--- src/rtl/pwm_cfg_pkg.sv ---
// Shared constants and types for the PWM configuration bank and its write arbiter.
// The register map, requester ids and a saturating counter helper live here.
package pwm_cfg_pkg;

  localparam int ADDR_EN_REG_LO = 0;
  localparam int ADDR_EN_REG_HI = 1;
  localparam int ADDR_EN_PWM_LO = 2;
  localparam int ADDR_EN_PWM_HI = 3;
  localparam int ADDR_DUTY      = 4;
  localparam int NUM_EN_REGS    = 4;

  // Requester ids double as bit positions in the request/grant vectors.
  typedef enum logic {
    REQ_SPI = 1'b0,
    REQ_SEQ = 1'b1
  } req_id_t;

  function automatic logic [7:0] sat_inc8(input logic [7:0] v);
    return (v == 8'hFF) ? v : v + 8'd1;
  endfunction

endpackage

--- src/rtl/pwm_cfg_arbiter_rr_arb2.sv ---
// Two-requester round-robin arbiter: one-hot grant, combinational from requests
// and the identity of the last requester served.
module rr_arb2
  import pwm_cfg_pkg::*;
(
  input  logic       clk,
  input  logic       rst,
  input  logic [1:0] req,
  output logic [1:0] gnt
);

  req_id_t last_grant_reg;
  req_id_t last_grant_next;

  // On a tie the requester that was not served last wins.
  always_comb begin
    gnt = 2'b00;
    if (req[REQ_SPI] && (!req[REQ_SEQ] || (last_grant_reg == REQ_SEQ)))
      gnt[REQ_SPI] = 1'b1;
    else if (req[REQ_SEQ])
      gnt[REQ_SEQ] = 1'b1;
  end

  always_comb begin
    last_grant_next = last_grant_reg;
    if (gnt[REQ_SPI])
      last_grant_next = REQ_SPI;
    else if (gnt[REQ_SEQ])
      last_grant_next = REQ_SEQ;
  end

  always_ff @(posedge clk or posedge rst) begin
    if (rst)
      last_grant_reg <= REQ_SEQ;
    else
      last_grant_reg <= last_grant_next;
  end

endmodule

--- src/rtl/pwm_cfg_arbiter.sv ---
// Sole writer of the PWM configuration bank: arbitrates SPI and sequencer writes,
// holds the enable registers, double-buffers the duty cycle and counts bad addresses.
module pwm_cfg_arbiter
  import pwm_cfg_pkg::*;
#(
  parameter int ADDR_W   = 7,
  parameter int DATA_W   = 8,
  parameter int NUM_REGS = 5
) (
  input  logic              clk,
  input  logic              rst,
  input  logic              spi_wr_valid,
  output logic              spi_wr_ready,
  input  logic [ADDR_W-1:0] spi_wr_addr,
  input  logic [DATA_W-1:0] spi_wr_data,
  input  logic              seq_wr_valid,
  output logic              seq_wr_ready,
  input  logic [ADDR_W-1:0] seq_wr_addr,
  input  logic [DATA_W-1:0] seq_wr_data,
  input  logic              pwm_period_end,
  output logic [DATA_W-1:0] en_reg_7_0,
  output logic [DATA_W-1:0] en_reg_15_8,
  output logic [DATA_W-1:0] en_pwm_7_0,
  output logic [DATA_W-1:0] en_pwm_15_8,
  output logic [DATA_W-1:0] pwm_duty_cycle,
  output logic              duty_pending,
  output logic              wr_err,
  output logic [7:0]        err_cnt
);

  logic [1:0]             req;
  logic [1:0]             gnt;
  logic                   wr_fire;
  logic [ADDR_W-1:0]      wr_addr;
  logic [DATA_W-1:0]      wr_data;
  logic                   addr_bad;
  logic                   duty_hit;
  logic [NUM_EN_REGS-1:0] en_we;

  logic [DATA_W-1:0] duty_reg, duty_next;
  logic [DATA_W-1:0] shadow_reg, shadow_next;
  logic              pending_reg, pending_next;
  logic              wr_err_reg, wr_err_next;
  logic [7:0]        err_cnt_reg, err_cnt_next;

  assign req[REQ_SPI] = spi_wr_valid;
  assign req[REQ_SEQ] = seq_wr_valid;

  rr_arb2 u_arb (
    .clk (clk),
    .rst (rst),
    .req (req),
    .gnt (gnt)
  );

  assign spi_wr_ready = gnt[REQ_SPI];
  assign seq_wr_ready = gnt[REQ_SEQ];
  assign wr_fire      = |gnt;
  assign wr_addr      = gnt[REQ_SEQ] ? seq_wr_addr : spi_wr_addr;
  assign wr_data      = gnt[REQ_SEQ] ? seq_wr_data : spi_wr_data;
  assign addr_bad     = (wr_addr >= ADDR_W'(NUM_REGS));
  assign duty_hit     = wr_fire && (wr_addr == ADDR_W'(ADDR_DUTY));

  genvar gi;
  generate
    for (gi = 0; gi < NUM_EN_REGS; gi++) begin : g_en
      logic [DATA_W-1:0] val_reg;

      assign en_we[gi] = wr_fire && (wr_addr == ADDR_W'(gi));

      always_ff @(posedge clk or posedge rst) begin
        if (rst)
          val_reg <= '0;
        else if (en_we[gi])
          val_reg <= wr_data;
      end
    end
  endgenerate

  assign en_reg_7_0  = g_en[ADDR_EN_REG_LO].val_reg;
  assign en_reg_15_8 = g_en[ADDR_EN_REG_HI].val_reg;
  assign en_pwm_7_0  = g_en[ADDR_EN_PWM_LO].val_reg;
  assign en_pwm_15_8 = g_en[ADDR_EN_PWM_HI].val_reg;

  // A duty write landing on the period boundary goes straight to the live value.
  always_comb begin
    duty_next    = duty_reg;
    shadow_next  = shadow_reg;
    pending_next = pending_reg;
    if (duty_hit && pwm_period_end) begin
      duty_next    = wr_data;
      pending_next = 1'b0;
    end else if (duty_hit) begin
      shadow_next  = wr_data;
      pending_next = 1'b1;
    end else if (pwm_period_end && pending_reg) begin
      duty_next    = shadow_reg;
      pending_next = 1'b0;
    end
  end

  always_comb begin
    wr_err_next  = wr_fire && addr_bad;
    err_cnt_next = wr_err_next ? sat_inc8(err_cnt_reg) : err_cnt_reg;
  end

  always_ff @(posedge clk or posedge rst) begin
    if (rst) begin
      duty_reg    <= '0;
      shadow_reg  <= '0;
      pending_reg <= 1'b0;
      wr_err_reg  <= 1'b0;
      err_cnt_reg <= '0;
    end else begin
      duty_reg    <= duty_next;
      shadow_reg  <= shadow_next;
      pending_reg <= pending_next;
      wr_err_reg  <= wr_err_next;
      err_cnt_reg <= err_cnt_next;
    end
  end

  assign pwm_duty_cycle = duty_reg;
  assign duty_pending   = pending_reg;
  assign wr_err         = wr_err_reg;
  assign err_cnt        = err_cnt_reg;

endmodule
--- config.mk ---
export PLATFORM = sky130hd
export DESIGN_NAME = pwm_cfg_arbiter
export DESIGN_NICKNAME = d
export VERILOG_FILES = /design/src/rtl/pwm_cfg_pkg.sv /design/src/rtl/pwm_cfg_arbiter_rr_arb2.sv /design/src/rtl/pwm_cfg_arbiter.sv
export SDC_FILE = /design/constraint.sdc
export NUM_CORES = 1
export LEC_CHECK = 0
export CAP_MARGIN = 20
export CORE_MARGIN = 2
export CORE_UTILIZATION = 46
export DETAILED_ROUTE_END_ITERATION = 7
export PLACE_DENSITY = 0.8
export SYNTH_ARGS = -nofsm -noshare
export SYNTH_HDL_FRONTEND = slang
export SYNTH_SLANG_ARGS = --single-unit
--- constraint.sdc ---
create_clock -name clk -period 2.7 [get_ports clk]
set_input_delay 0.81 -clock clk [delete_from_list [all_inputs] [get_ports clk]]
set_output_delay 0.81 -clock clk [all_outputs]
set_load 0.05 [all_outputs]
# [After elaboration in Yosys (flattened, before gate mapping)]
# Index checks and enable logic that the tools add are counted.
[totals] in_bits=35 wordCells=52 out_inout_bits=52 register_bits=59
[classes] order_cmp=1 bitwise_logic=2 n_addsub=1 n_eq_ne=6 reduce_logical=19 mux=13
[op_table] op="2-to-1 mux 8 bit" n=4
[op_table] op="== test 7 x 2 -> 1 bit, second input constant" n=2
[op_table] op="logical AND 1 bit" n=9
[op_table] op="adder 8 x 1 -> 8 bit, second input constant" n=1
[op_table] op="== test 8 bit, second input constant" n=1
[op_table] op="2-to-1 mux 1 bit" n=8
[op_table] op="== test 7 x 1 -> 1 bit, second input constant" n=1
[op_table] op="== test 7 x 3 -> 1 bit, second input constant" n=1
[op_table] op=">= comparator 7 x 3 -> 1 bit, second input constant" n=1
[op_table] op="logical NOT 7 bit" n=1
[op_table] op="2-to-1 mux 7 bit" n=1
[op_table] op="AND reduction 2 bit" n=3
[op_table] op="nonzero test 2 bit" n=2
[op_table] op="nonzero test 3 bit" n=1
[op_table] op="!= test 2 x 1 -> 1 bit, second input constant" n=1
[op_table] op="NOT 1 bit" n=2
[op_table] op="OR reduction 2 bit" n=1
[op_table] op="logical NOT 1 bit" n=1
[op_table] op="logical OR 1 bit" n=1

# [Depth between registers and ports, before layout]
# Gate-level depths: netlist of run 1.
[logic_depth] word_depth=10 mapped_depth=7 mapped_depth_nobuf=6

# [By module]
# A second synthesis of run 1 with hierarchy kept.
[unflattened] cells_unflattened=221 hier_area_um2=2721.4
[modules_own_cells] mod="pwm_cfg_arbiter" area_each_um2=2663.8 cells_per_inst=214 seq_area_each_um2=1451.4 n_inst=1
[modules_own_cells] mod="rr_arb2" area_each_um2=57.6 cells_per_inst=7 seq_area_each_um2=26.3 n_inst=1

# [Worst setup path before layout of run 1]
# OpenSTA, ideal clock, no wires.
[synth_timing] path_kind="in2reg" startpoint="in seq_wr_valid" endpoint="reg shadow_reg[0]" path_stages=7 setup_time_ns=0.125 arrival_ns=2.446 setup_slack_ns=0.130 required_ns=2.575 n_path_buf=1 cell_sequence="a21bo_2 inv_1 nand4_1 and2_1 buf_2 nor2_4 mux2_2"
[synth_via] elab_chain_cells=10 word_cells_on_any_way=14 cone_classes="1 x eq/ne; 5 x mux; 1 x bitwise; 7 x reduce/logical"
[synth_lines] item="from (decl)" line="pwm_cfg_arbiter.sv:16" source="input logic seq_wr_valid,"
[synth_lines] item="logical NOT 1 bit" line="pwm_cfg_arbiter_rr_arb2.sv:18" source="if (req[REQ_SPI] && (!req[REQ_SEQ] || (last_grant_reg == REQ_SEQ)))"
[synth_lines] item="logical OR 1 bit" line="pwm_cfg_arbiter_rr_arb2.sv:18"
[synth_lines] item="logical AND 1 bit" line="pwm_cfg_arbiter_rr_arb2.sv:18"
[synth_lines] item="2-to-1 mux 1 bit (*)" line="pwm_cfg_arbiter_rr_arb2.sv:18"
[synth_lines] item="named net seq_wr_ready" line="pwm_cfg_arbiter.sv:17" source="output logic seq_wr_ready,"
[synth_lines] item="2-to-1 mux 7 bit" line="pwm_cfg_arbiter.sv:59" source="assign wr_addr = gnt[REQ_SEQ] ? seq_wr_addr : spi_wr_addr;"
[synth_lines] item="== test 7 x 3 -> 1 bit" line="pwm_cfg_arbiter.sv:62" source="assign duty_hit = wr_fire && (wr_addr == ADDR_W'(ADDR_DUTY));"
[synth_lines] item="logical AND 1 bit" line="pwm_cfg_arbiter.sv:62"
[synth_lines] item="logical AND 1 bit" line="pwm_cfg_arbiter.sv:90" source="if (duty_hit && pwm_period_end) begin"
[synth_lines] item="NOT 1 bit (no source line)"
[synth_lines] item="AND reduction 2 bit (no source line)"
[synth_lines] item="to (signal assigned)" line="pwm_cfg_arbiter.sv:116" source="shadow_reg <= shadow_next;"
[synth_lines] item="to (decl)" line="pwm_cfg_arbiter.sv:41" source="logic [DATA_W-1:0] shadow_reg, shadow_next;"
# Mark *: on every way through the listed nets, which the timed path passes. The rest lies on a longest branch.
# A chain may end at the register's enable or synchronous reset.

# [Worst setup path in the final report of run 1]
[layout_timing] startpoint="in spi_wr_valid" endpoint="out spi_wr_ready"
[layout_via] elab_chain_cells=2
[layout_lines] item="from (decl)" line="pwm_cfg_arbiter.sv:12" source="input logic spi_wr_valid,"
[layout_lines] item="logical AND 1 bit" line="pwm_cfg_arbiter_rr_arb2.sv:18"
[layout_lines] item="2-to-1 mux 1 bit" line="pwm_cfg_arbiter_rr_arb2.sv:18"
[layout_lines] item="to (decl)" line="pwm_cfg_arbiter.sv:13" source="output logic spi_wr_ready,"
# No other way between the ends.

==> results of run 1 <==
==> cell families after synthesis <==
logic type	after synthesis	synth area share, %
adders and majority gates	1	0.4677
xor gates and xnor gates	5	1.637
and+or+nand+nor	69	14.64
AOI/OAI and AO/OA	12	4.210
buffers and inverters	12	2.058
muxes	51	21.75
DFF	59	55.24
==> cell usage in the layout (no fill, tap or decap), types with 3 or more instances in the layout <==
cell type / Yosys / layout
mux2_2: 49 / 49
clkdlybuf4s50_1: 0 / 83
a21oi_1: 3 / 3
nand2_1: 14 / 14
nand3_1: 22 / 22
nand2b_1: 3 / 3
and3_1: 4 / 4
inv_1: 6 / 5
dfrtp_1: 58 / 58
xnor2_1: 5 / 5
clkbuf_8: 0 / 11
nand4_1: 12 / 12
buf_4: 0 / 17
nor2_1: 3 / 3
==> worst reg2reg max path: cells and delay by family, from the launching register on <==
family	cells	cell delay (ns)
buffers and inverters	2	0.24
muxes	1	0.40
AOI/OAI and AO/OA	2	0.60
DFF	1	0.54
==> routing by layer <==
| metal | routed length [um] | up-vias |
|---|---|---|
| li1 | - | 973 |
| met1 | 2826 | 1082 |
| met2 | 3368 | 51 |
| met3 | 211 | 9 |
| met4 | 122 | 0 |
| met5 | 0 | - |
==> through the flow <==
step	instances	hold WS (ns)	cell area, um2
2_1_floorplan	209	0.4785	2675
3_3_place_gp	378	0.4805	3741
6_report	393	0.5001	3969
5_1_grt	393	0.5142	3969
4_1_cts	393	0.4984	3966
3_5_place_dp	378	0.4816	3741
==> worst max-delay path by stage <==
stage                     cells past startpoint                    endpoint  slack [ns]
after floorplan                               7   shadow_reg[0]$_DFFE_PP0P_        0.13
after global placement                        6  en_reg_15_8[3]$_DFFE_PP0P_       -0.18
after detailed placement                      6  en_reg_15_8[6]$_DFFE_PP0P_       -0.22
after CTS                                     5                spi_wr_ready       0.008
after global routing                          6  en_reg_15_8[6]$_DFFE_PP0P_        0.06
final                                         4                spi_wr_ready        0.11
==> Yosys cell counts (all sizes together) <==
cell type	number	area [um2]
a21bo	1	10.01
a21o	1	7.510
nand2	14	52.55
nand3	22	110.1
o32ai	1	27.53
dfstp	1	26.28
nor3b	2	15.01
a31oi	2	25.02
o21ai	3	18.77
xnor2	5	43.79
and2	2	12.51
nor2	4	22.52
a21oi	3	15.01
dfrtp	58	1451
nand2b	3	18.77
buf	5	28.78
nor3	2	21.27
inv	6	22.52
clkbuf	1	3.750
ha	1	12.51
mux2	51	581.8
nand4b	1	8.760
nor4	2	18.77
a31o	1	8.760
nand4	12	75.07
and3	4	25.02
or4	1	11.26
==> power by group through the flow <==
stage / Combinational (W) / Sequential (W) / Clock [W]
6_report: 0.00113 / 0.00114 / 0.000916
5_1_grt: 0.00118 / 0.00116 / 0.000970
4_1_cts: 0.00113 / 0.00114 / 0.000928
3_5_place_dp: 0.00113 / 0.00115 / 0
3_3_place_gp: 0.00111 / 0.00115 / 0
2_1_floorplan: 0.000251 / 0.00161 / 0
==> final cells by class <==
cell class	instances	share of cell area (%)
clock inverters	4	1.860
repair buffers	103	25.47
clock buffers	11	3.815
inverters	6	0.5675
well taps	72	2.270
multi-input cells	138	28.78
flip-flops and latches	59	37.23
==> results.md, run 1 <==
* Worst-path clk slew at around 0.070 ns
* P&R area growth vs syn at 48.36%
* Worst slew margin at between 50% and 60%
* Wirelength per Cell at 16.61 um
* R2r worst-path depth at 5
* Switch share at 36.24%
* Final TNS setup at 0 ns
* Reg2reg start: u_arb.last_grant_reg$_DFFE_PP1P_
* Status: completed
* Antenna fix cells at 0
* FF/Latch Area at roughly 0.0015 mm2
* Most Crowded Layer GR: met2
* Via density at 5.382
* Fill cells at between 300 and 400
* WL final at 6.528 mm
* Max VDD drop at between 0.9 and 1 mV
* DP Worst Slack at -0.2205 ns
* Cell Pwr Density at 802.0 mW/mm2
* Clk root buf: clkbuf_8
* Critical-path top delay cell: clkdlybuf4s50_1
* Area of the multi-input gates at 0.001142 mm2
* Core area at 0.005574 mm2
* Post-DP HPWL at 4.733 mm
* Largest delay contributor family on the critical path: buffers and inverters
* Slew @ Worst Pin at ~0.61 ns
* Post-synth cell types at 34
* Initial antenna violation count at 0
* Final WS setup at 0.1093 ns
* Hold buffers post-CTS at 0
* Switching pwr at 0.001154 W
* WP data arrival at 1.78 ns
* Met3 usage at a little under 5%
* TritonCTS clock tree: done
* Max Slew Vio Count at 0
* Yosys reg bits at 59
* IO Pins at 87
* Post-Synthesis Cells at 209
* Layout Skew at roughly 0.0067 ns
* Port Buffers at 86
* Buffers & Inverters on Critical Path at 3
* Seq pwr share at 35.9%
* M2 GR Usage at 36.42%
* Cell Chain, Critical Path: clkdlybuf4s50_1 > buf_4 > and2_1 > buf_12
* Die H at approximately 80 um
* Vias in the first global route at 2080
* Clk Latency, worst-skew pair at ~0.34 ns
* Seq/Total Area, Yosys at 55.24%
* GPL Wtd Cong at 0.8178
* Worst R2R Setup Slack at roughly 0.80 ns
* First-pass iteration count of the detailed router at 4
* Initial Util at 47.99%
* Largest net degree at the start of global routing at 24
* Global route overflow at 0
* Max-cap violation count at 0
* Crit path from: spi_wr_valid
* Final ANT Viol Nets at 0
* Num CTS Buffers at 9
* H-tree depth at 3
* Hold depth at 2
* Nets at 353
* Final cycle utilization of the critical path at 95.95%
* Hold Vio Cnt, Final at 0
* Hold path start: pwm_duty_cycle[3]$_DFFE_PP0P_
* CTS sink cnt at 59
* Tmin final at 2.591 ns
* Worst stage delay on the critical path at around 0.48 ns
* Final Util at 71.20%
* Met1 GRT Util at 27.11%
* Final Setup Violations at 0
* Aggregate global-route resource usage at 21.86%
* Chip width at 80.26 um
* Hold endpoint: pwm_duty_cycle[3]$_DFFE_PP0P_
* CP Capture Type: output port
* Maximum clock rate at just under 400 MHz
* Clk pwr share at 28.8%
* Floorplan row count at 27
* Unrepaired setup endpoints after global routing: false
* Worst R2R End: en_reg_7_0[1]$_DFFE_PP0P_
* First-pass GRT wire length at about 10 mm
* Syn_nets at 245
* Post-CTS Resized at 0
* Syn. warnings at 0
* Post-Syn Area at around 0.0027 mm2
* Clock buffer depth at 2
* Routed vias at 2115
* Setup Fix Bufs, Post-CTS at 0
* Startpoint types: primary input
* Gate power share at 35.4%
* CP required at 1.89 ns
* Die area at 0.006442 mm2
* P_int at 0.002029 W
* Initial drt markers at 121
* Layout cell share with drive strength beyond 1 at 30.22%
* Final Power at ~0.0032 W
* DRC viols at 0
* Avg Cell Area, Syn at 12.80 um2
* Crit Path Max Fanout at 4
* Min-Delay Path Class: reg2reg
* Critical path class: in2out
* Lkg Pwr at ~1.8 nW
Note: power is estimated with default switching activity, not from simulation.
==> inputs of run 2 (changes only) <==
--- a/config.mk
+++ b/config.mk
@@ -5,6 +5,7 @@
 export SDC_FILE = /design/constraint.sdc
 export NUM_CORES = 1
 export LEC_CHECK = 0
+export ABC_CLOCK_PERIOD_IN_PS = 2700
 export CAP_MARGIN = 20
 export CORE_MARGIN = 2
 export CORE_UTILIZATION = 46
==> results of run 2 <==
Same layout as run 1: the final DEF is identical, and so are final timing and power.
==> inputs of run 3 (changes only) <==
--- a/config.mk
+++ b/config.mk
@@ -7,7 +7,6 @@
 export LEC_CHECK = 0
 export ABC_CLOCK_PERIOD_IN_PS = 2700
 export CAP_MARGIN = 20
-export CORE_MARGIN = 2
 export CORE_UTILIZATION = 46
 export DETAILED_ROUTE_END_ITERATION = 7
 export PLACE_DENSITY = 0.8
==> results.md, run 3 (synthesis results as in run 1) <==
* P&R area growth vs syn at 46.45%
* Vias in the first global route at 2105 (+1.2%)
* Tmin final at 2.634 ns (+0.04296 ns)
* Commonest non-fill, non-tap cell in the layout: clkdlybuf4s50_1
* Die H at 78.26 um (-2.5%)
* H-tree depth at 3 (unchanged)
* WL final at 6.244 mm (-4.4%)
* Worst slew margin at 56.79% (-2.6 points)
* Area of the multi-input gates at 0.001145 mm2 (+0.22%)
* Via density at 5.252 (-2.4%)
* Max-cap violation count at 0 (unchanged)
* Die area at 0.006125 mm2 (-4.9%)
* Unrepaired setup endpoints after global routing: false
* Port Buffers at 86 (unchanged)
* Inst Count DP at 377 (-0.26%)
* Floorplan row count at 27 (unchanged)
* First-pass iteration count of the detailed router at 4 (unchanged)
* Wirelength per Cell at 15.89 um (-4.4%)
* Placed Area at 0.003746 mm2 (+0.13%)
* Max Slew Vio Count at 0 (unchanged)
* Crit Path Max Fanout at 4 (unchanged)
* Initial drt markers at 65 (-46%)
* Final Power at 0.002950 W (-7.3%)
* Lkg Pwr at 1.751 nW (-2.1%)
* Hold buffers post-CTS at 0 (unchanged)
* Fill cells at 417 (+4.5%)
* Commonest non-fill, non-tap cells in the layout: clkdlybuf4s50_1, dfrtp_1, mux2_2
* Final Non-Filler Cells at 393 (unchanged)
* Maximum clock rate at 379.7 MHz (-1.6%)
* GPL Wtd Cong at 0.8258 (+0.98%)
* Core area at 0.005540 mm2 (-0.61%)
* Clk Latency, worst-skew pair at 0.33 ns (about the same)
* Hold Vio Cnt, Final at 0 (unchanged)
* Final ANT Viol Nets at 0 (unchanged)
* Post-CTS Resized at 0 (unchanged)
* Design area at 0.003918 mm2 (-1.3%)
* Num CTS Buffers at 9 (unchanged)
* Clock buffer depth at 2 (unchanged)
* Chip width at 78.26 um (-2.5%)
* Antenna fix cells at 0 (unchanged)
* CP required at 1.89 ns (about the same)
* First-pass GRT wire length at 10.29 mm (-1.0%)
* Aggregate global-route resource usage at 22.49% (+0.63 points)
* Critical path class: in2out
* Hold Worst Slack at 0.4944 ns (-0.005645 ns)
* Cell Pwr Density at 752.9 mW/mm2 (-6.1%)
* TritonCTS clock tree: done
* Worst-path clk slew at 0.07 ns (about the same)
* Worst R2R Setup Slack at 0.72 ns (-0.08 ns)
* Initial Util at 48.28% (+0.29 points)
* Final Util at 70.71% (-0.49 points)
* WP data arrival at 1.82 ns (+0.04 ns)
* Layout Skew at 0.002557 ns (-0.004157 ns)
* Layout cell share with drive strength beyond 1 at 30.84% (+0.62 points)
* Global route overflow at 0 (unchanged)
* CP Capture Type: output port
* DRC viols at 0 (unchanged)
* IO Pins at 87 (unchanged)
* Final Setup Violations at 0 (unchanged)
* Nets at 352 (-0.28%)
* Min-Delay Path Class: reg2reg
* FF/Latch Area at 0.001478 mm2 (unchanged)
* Routed vias at 2064 (-2.4%)
* Startpoint types: primary input
* Initial antenna violation count at 0 (unchanged)
* CTS sink cnt at 59 (unchanged)
* Slew @ Worst Pin at 0.6461 ns (+0.03960 ns)
* Status: completed
* Largest net degree at the start of global routing at 37 (+54%)
* Setup Fix Bufs, Post-CTS at 0 (unchanged)
* Clk root buf: clkbuf_8
* Post-DP HPWL at 4.712 mm (-0.45%)
* Max VDD drop at 0.6110 mV (-33%)
* Final cycle utilization of the critical path at 97.54% (+1.6 points)
run 3: per-stage QoR:
step	setup slack [ns]	setup TNS, ns
floorplan	0.1296	0
global placement	-0.1348	-4.034
detailed placement	-0.1786	-5.162
CTS	0.004239	0
global route	0.03716	0
finish	0.06636	0
run 3: routing by layer:
| metal | share of wire, % | GRT usage, % | vias up |
|---|---|---|---|
| met1 | 42 | 27.83 | 1015 |
| met2 | 52 | 37.98 | 61 |
| met4 | 1.2 | 8.889 | 0 |
| met3 | 4.5 | 5.233 | 11 |
| li1 | - | - | 977 |
| met5 | 0 | 0 | - |
run 3: power breakdown:
part | total (W) | internal, W | leakage, nW | switching [W]
Sequential | 0.00114 | 0.00103 | 0.784 | 0.000111
Combinational | 0.00113 | 0.000436 | 0.878 | 0.000694
Clock | 0.000676 | 0.000328 | 0.0887 | 0.000348
Total | 0.00295 | 0.00180 | 1.75 | 0.00115
run 3: worst paths after layout:
| path | start | endpoint | cells past startpoint |
|---|---|---|---|
| max | seq_wr_valid | seq_wr_ready | 4 |
| min | pwm_duty_cycle[0]$_DFFE_PP0P_ | pwm_duty_cycle[0]$_DFFE_PP0P_ | 2 |
| max reg2reg | u_arb.last_grant_reg$_DFFE_PP1P_ | en_reg_7_0[4]$_DFFE_PP0P_ | 5 |
| min reg2reg | pwm_duty_cycle[0]$_DFFE_PP0P_ | pwm_duty_cycle[0]$_DFFE_PP0P_ | 2 |
| max in group asynchronous | rst | u_arb.last_grant_reg$_DFFE_PP1P_ | 3 |
| min in group asynchronous | rst | en_pwm_15_8[4]$_DFFE_PP0P_ | 3 |
run 3: final cells by class:
cell class / instances / share of cell area, %
tap: 72 / 2.300
timing repair buffer: 102 / 25.87
sequential: 59 / 37.72
clock inverter: 7 / 1.150
clock buffer: 9 / 3.162
inverter: 6 / 0.5749
multi-input combinational: 138 / 29.22
run 3: critical path, stage by stage:
cell and delay (ns):
clkdlybuf4s50_1 0.49, a21bo_2 0.28, inv_2 0.10, buf_12 0.14
==> RTL edit 1: new RTL, config.mk and constraints of run 1 <==
Register the outputs `en_pwm_7_0` and `en_pwm_15_8`, with the module's reset; this adds one clock of latency there. The other outputs are not delayed to match.
--- a/src/rtl/pwm_cfg_arbiter.sv
+++ b/src/rtl/pwm_cfg_arbiter.sv
@@ -80,6 +80,13 @@
   assign en_reg_7_0  = g_en[ADDR_EN_REG_LO].val_reg;
   assign en_reg_15_8 = g_en[ADDR_EN_REG_HI].val_reg;
-  assign en_pwm_7_0  = g_en[ADDR_EN_PWM_LO].val_reg;
-  assign en_pwm_15_8 = g_en[ADDR_EN_PWM_HI].val_reg;
+  always_ff @(posedge clk or posedge rst) begin
+    if (rst) begin
+      en_pwm_7_0  <= '0;
+      en_pwm_15_8 <= '0;
+    end else begin
+      en_pwm_7_0  <= g_en[ADDR_EN_PWM_LO].val_reg;
+      en_pwm_15_8 <= g_en[ADDR_EN_PWM_HI].val_reg;
+    end
+  end
 
   // A duty write landing on the period boundary goes straight to the live value.
Check against the original RTL: not equivalent (Yosys sat finds a counterexample within 4 cycles, from zero or initial values and one cycle with rst high).
==> RTL edit 1 against run 1 <==
Total power rose by 20%. Wire length is 7.4% higher. Setup slack worse by 0.020 ns. Cell area increased by 15%. Utilization down 3.8 points. Non-clock buffer count grew 6. Die area grew 19%. Clock skew about the same. Synthesized area grew 20%. Sequential cell count rose by 16. Count of clock-buffer cells in the layout unchanged. Worst hold slack got worse by 0.12 ns. Combinational power up 28%. Maximum frequency fell by 0.75%. Highest routed layer unchanged.
==> RTL edit 1: results (changes against run 1) <==
Parameter                              Value

CTS
  TritonCTS Sinks ... 75 (was 59)
  # resized after CTS ... 2 (was 0)

Logic synthesis
  Cell Area, Synth ... 0.00320 mm2 (was 0.00268 mm2)
  Post-synth net total ... 277 (was 245)
  Proportion of synthesized chip area in sequential cells ... 0.587 (was 0.552)

Run status
  Status ... finished clean (unchanged)

Global routing
  Pin count of the biggest net entering global routing ... 54 (was 24)
  Global-route met2 utilization ... 0.322 (was 0.364)
  Tot GR Track Use ... 0.196 (was 0.219)

Setup path
  Worst-case register-to-register setup slack ... 0.65 ns (was 0.80 ns)
  Max stage delay on crit path ... 0.44 ns (was 0.48 ns)
  Critical-path maximum fanout ... 8 (was 4)
  Path type of the worst setup path ... in2reg (was in2out)
  Critical path arrival ... 2.84 ns (was 1.78 ns)
  Start point of the critical path ... spi_wr_addr[3] (was spi_wr_valid)

Routing
  WL met3 ... 275 um (was 211 um)
  Met1 WL ... 3.01 mm (was 2.83 mm)
  Final WL ... 7.01 mm (was 6.53 mm)

Final layout
  Buffers, non-clock ... 109 (was 103)
  Count of filler cells inserted in the layout ... 494 (was 399)
  Clock tree cell share of total cell area ... 0.0448 (was 0.0567)
  Share of cell area taken by multi-input logic gates ... 0.267 (was 0.288)

Placed design
  Detailed placer's ending HPWL ... 5.26 mm (was 4.73 mm)
  Final weighted congestion in routability-driven placement ... 0.877 (was 0.818)
  Placed cell count ... 420 (was 378)

Worst hold path
  Hold Crit Endpoint ... en_pwm_7_0[2] (was pwm_duty_cycle[3])
  Min-Delay Path Depth ... 0 (was 2)

Pwr
  Worst IR Drop VDD ... 434 uV (was 910 uV)
  Clock network power ... 866 uW (was 916 uW)
[RTL edit 1: cell count changes after synthesis, sizes merged, moves of 7 or more]
cell    before  now
nand3       22    7
mux2        51   42
nand4b       1    8
dfrtp       58   74
nand4       12    1
o21ai        3   19
inv          6   13
o221a        0    8
[RTL edit 1: cell families after synthesis]
logic type | after synthesis | share of synthesized area
compound gates | 40 | 0.103
xor+xnor | 5 | 0.0137
fa+ha+maj | 1 | 0.00391
buf+inv | 23 | 0.0333
flops | 75 | 0.587
mux | 43 | 0.160
simple gates | 54 | 0.0990
[RTL edit 1: critical path: cells and delay by family]
| kind | cells | cell delay, ns |
|---|---|---|
| AO/OA/AOI/OAI | 2 | 0.76 |
| AND/OR/NAND/NOR | 2 | 0.49 |
| buffers and inverters | 1 | 0.44 |
| multiplexers | 1 | 0.35 |
==> RTL edit 2: new RTL, settings of run 1 <==
Without the edit above. The parameter `DATA_W` goes from 8 to 10.
--- a/src/rtl/pwm_cfg_arbiter.sv
+++ b/src/rtl/pwm_cfg_arbiter.sv
@@ -5,5 +5,5 @@
 #(
   parameter int ADDR_W   = 7,
-  parameter int DATA_W   = 8,
+  parameter int DATA_W   = 10,
   parameter int NUM_REGS = 5
 ) (
Ports: changed (7 resized); port bits go from 87 to 101. The function was not compared with the original's and may differ.
==> RTL edit 2 against run 1 <==
Global-route usage rose by 0.38 points. Critical path depth rose by 1. Synthesized cell count rose by 15%. Combinational power rose by 12%. Wire length rose by 22%. Cell area rose by 19%. Total power rose by 8.5%. Sequential cell count rose by 12. Non-clock buffer count rose by 27. Synthesized area rose by 18%. Setup slack got worse by 0.067 ns. Critical path type unchanged. Critical endpoint is now seq_wr_ready.
==> RTL edit 2: results (changes against run 1) <==
Parameter                              Value

Placed design
  Final weighted congestion in routability-driven placement ... 0.807 (was 0.818)
  Placement Setup Slack ... -0.263 ns (was -0.221 ns)
  Quantity of I/O buffers inserted on ports ... 100 (was 86)
  Placed instance area ... 0.00451 mm2 (was 0.00374 mm2)
  Placed cell count ... 446 (was 378)

CTS
  TritonCTS Sinks ... 71 (was 59)

Final layout
  Number of multi-input combinational cells ... 161 (was 138)
  Logic inverters ... 5 (was 6)
  Non-Clock Buffer Area Fraction ... 0.272 (was 0.255)
  Post-layout instance count excluding filler cells ... 463 (was 393)
  Buffers, non-clock ... 130 (was 103)
  Final instance area ... 0.00472 mm2 (was 0.00397 mm2)

Worst hold path
  Hold path startpoint ... shadow_reg[3] (was pwm_duty_cycle[3])

Routing
  Pre-Repair DR Iteration Count ... 5 (was 4)
  1st-iter DRT viols ... 152 (was 121)
  Avg WL per Cell ... 17.2 um (was 16.6 um)

Pwr
  Leakage power figure ... 0.00222 uW (was 0.00179 uW)
  Worst IR Drop VDD ... 549 uV (was 910 uV)

Setup path
  Worst-case register-to-register setup slack ... 0.61 ns (was 0.80 ns)
  Capturing point of the worst reg2reg path ... en_reg_15_8[3] (was en_reg_7_0[1])
  Critical-path maximum fanout ... 6 (was 4)

Global routing
  Wire length of the first global-routing pass ... 12.6 mm (was 10.4 mm)
  Tot GR Track Use ... 0.222 (was 0.219)

Run status
  Status ... finished clean (unchanged)

Logic synthesis
  Post-synth net total ... 281 (was 245)
  Post-synth top cells ... dfrtp_1, mux2_2, nand2_1 (was dfrtp_1, mux2_2, nand3_1)
  Count of cell types in the netlist ... 44 (was 34)
[RTL edit 2: cell count changes after synthesis, moves of 4 or more]
cell            run 1  this run
nand2_1            14        34
a221o_1             0        10
nand4_1            12         1
dfrtp_1            58        70
xnor2_1             5         1
and3_1              4        11
mux2_2             49        53
nand3_1            22         4
[RTL edit 2: how the worst max path moves through the flow]
stage	from	end	slack, ns	cells after the start
floorplan	rst	duty_pending	0.1	1
global placement	spi_wr_addr[3]	shadow_reg[7]	-0.22	7
detailed placement	seq_wr_addr[3]	pwm_duty_cycle[6]	-0.26	6
CTS	spi_wr_valid	seq_wr_ready	0.04	5
global route	spi_wr_addr[3]	en_pwm_7_0[9]	0.01	7
finish	spi_wr_valid	seq_wr_ready	0.04	5
[RTL edit 2: power breakdown]
group	switching [uW]	leakage, uW	internal, uW
combinational	776	0.00117	489
clock	390	0.0000997	452
sequential	125	0.000949	1220
[RTL edit 2: routing by layer]
metal  up-vias  GRT usage
met5         -          0
met4         0     0.0852
met3        12     0.0438
met2        99      0.357
met1      1215      0.301
li1       1145          -
[RTL edit 2: cell families (layout without fill, tap and decap cells)]
| kind of cell | count (synthesis) | in the layout | synth area share |
|---|---|---|---|
| flops | 71 | 71 | 0.565 |
| compound gates | 27 | 27 | 0.0879 |
| xor+xnor | 4 | 4 | 0.0111 |
| fa+ha+maj | 1 | 1 | 0.00398 |
| mux | 53 | 53 | 0.190 |
| simple gates | 76 | 76 | 0.131 |
| buf+inv | 9 | 151 | 0.0111 |
[RTL edit 2: critical path, cell delays in order]
cell and delay (ns):
clkdlybuf4s50_1 0.46, a21bo_4 0.26, inv_4 0.09, buf_12 0.11
buf_12 0.12
[RTL edit 2: what timing repair did]
item,4_1_cts,5_1_grt
hold buffers,0,0
resized for setup,3,0
buffers inserted,1,0
setup endpoints to repair,1,0
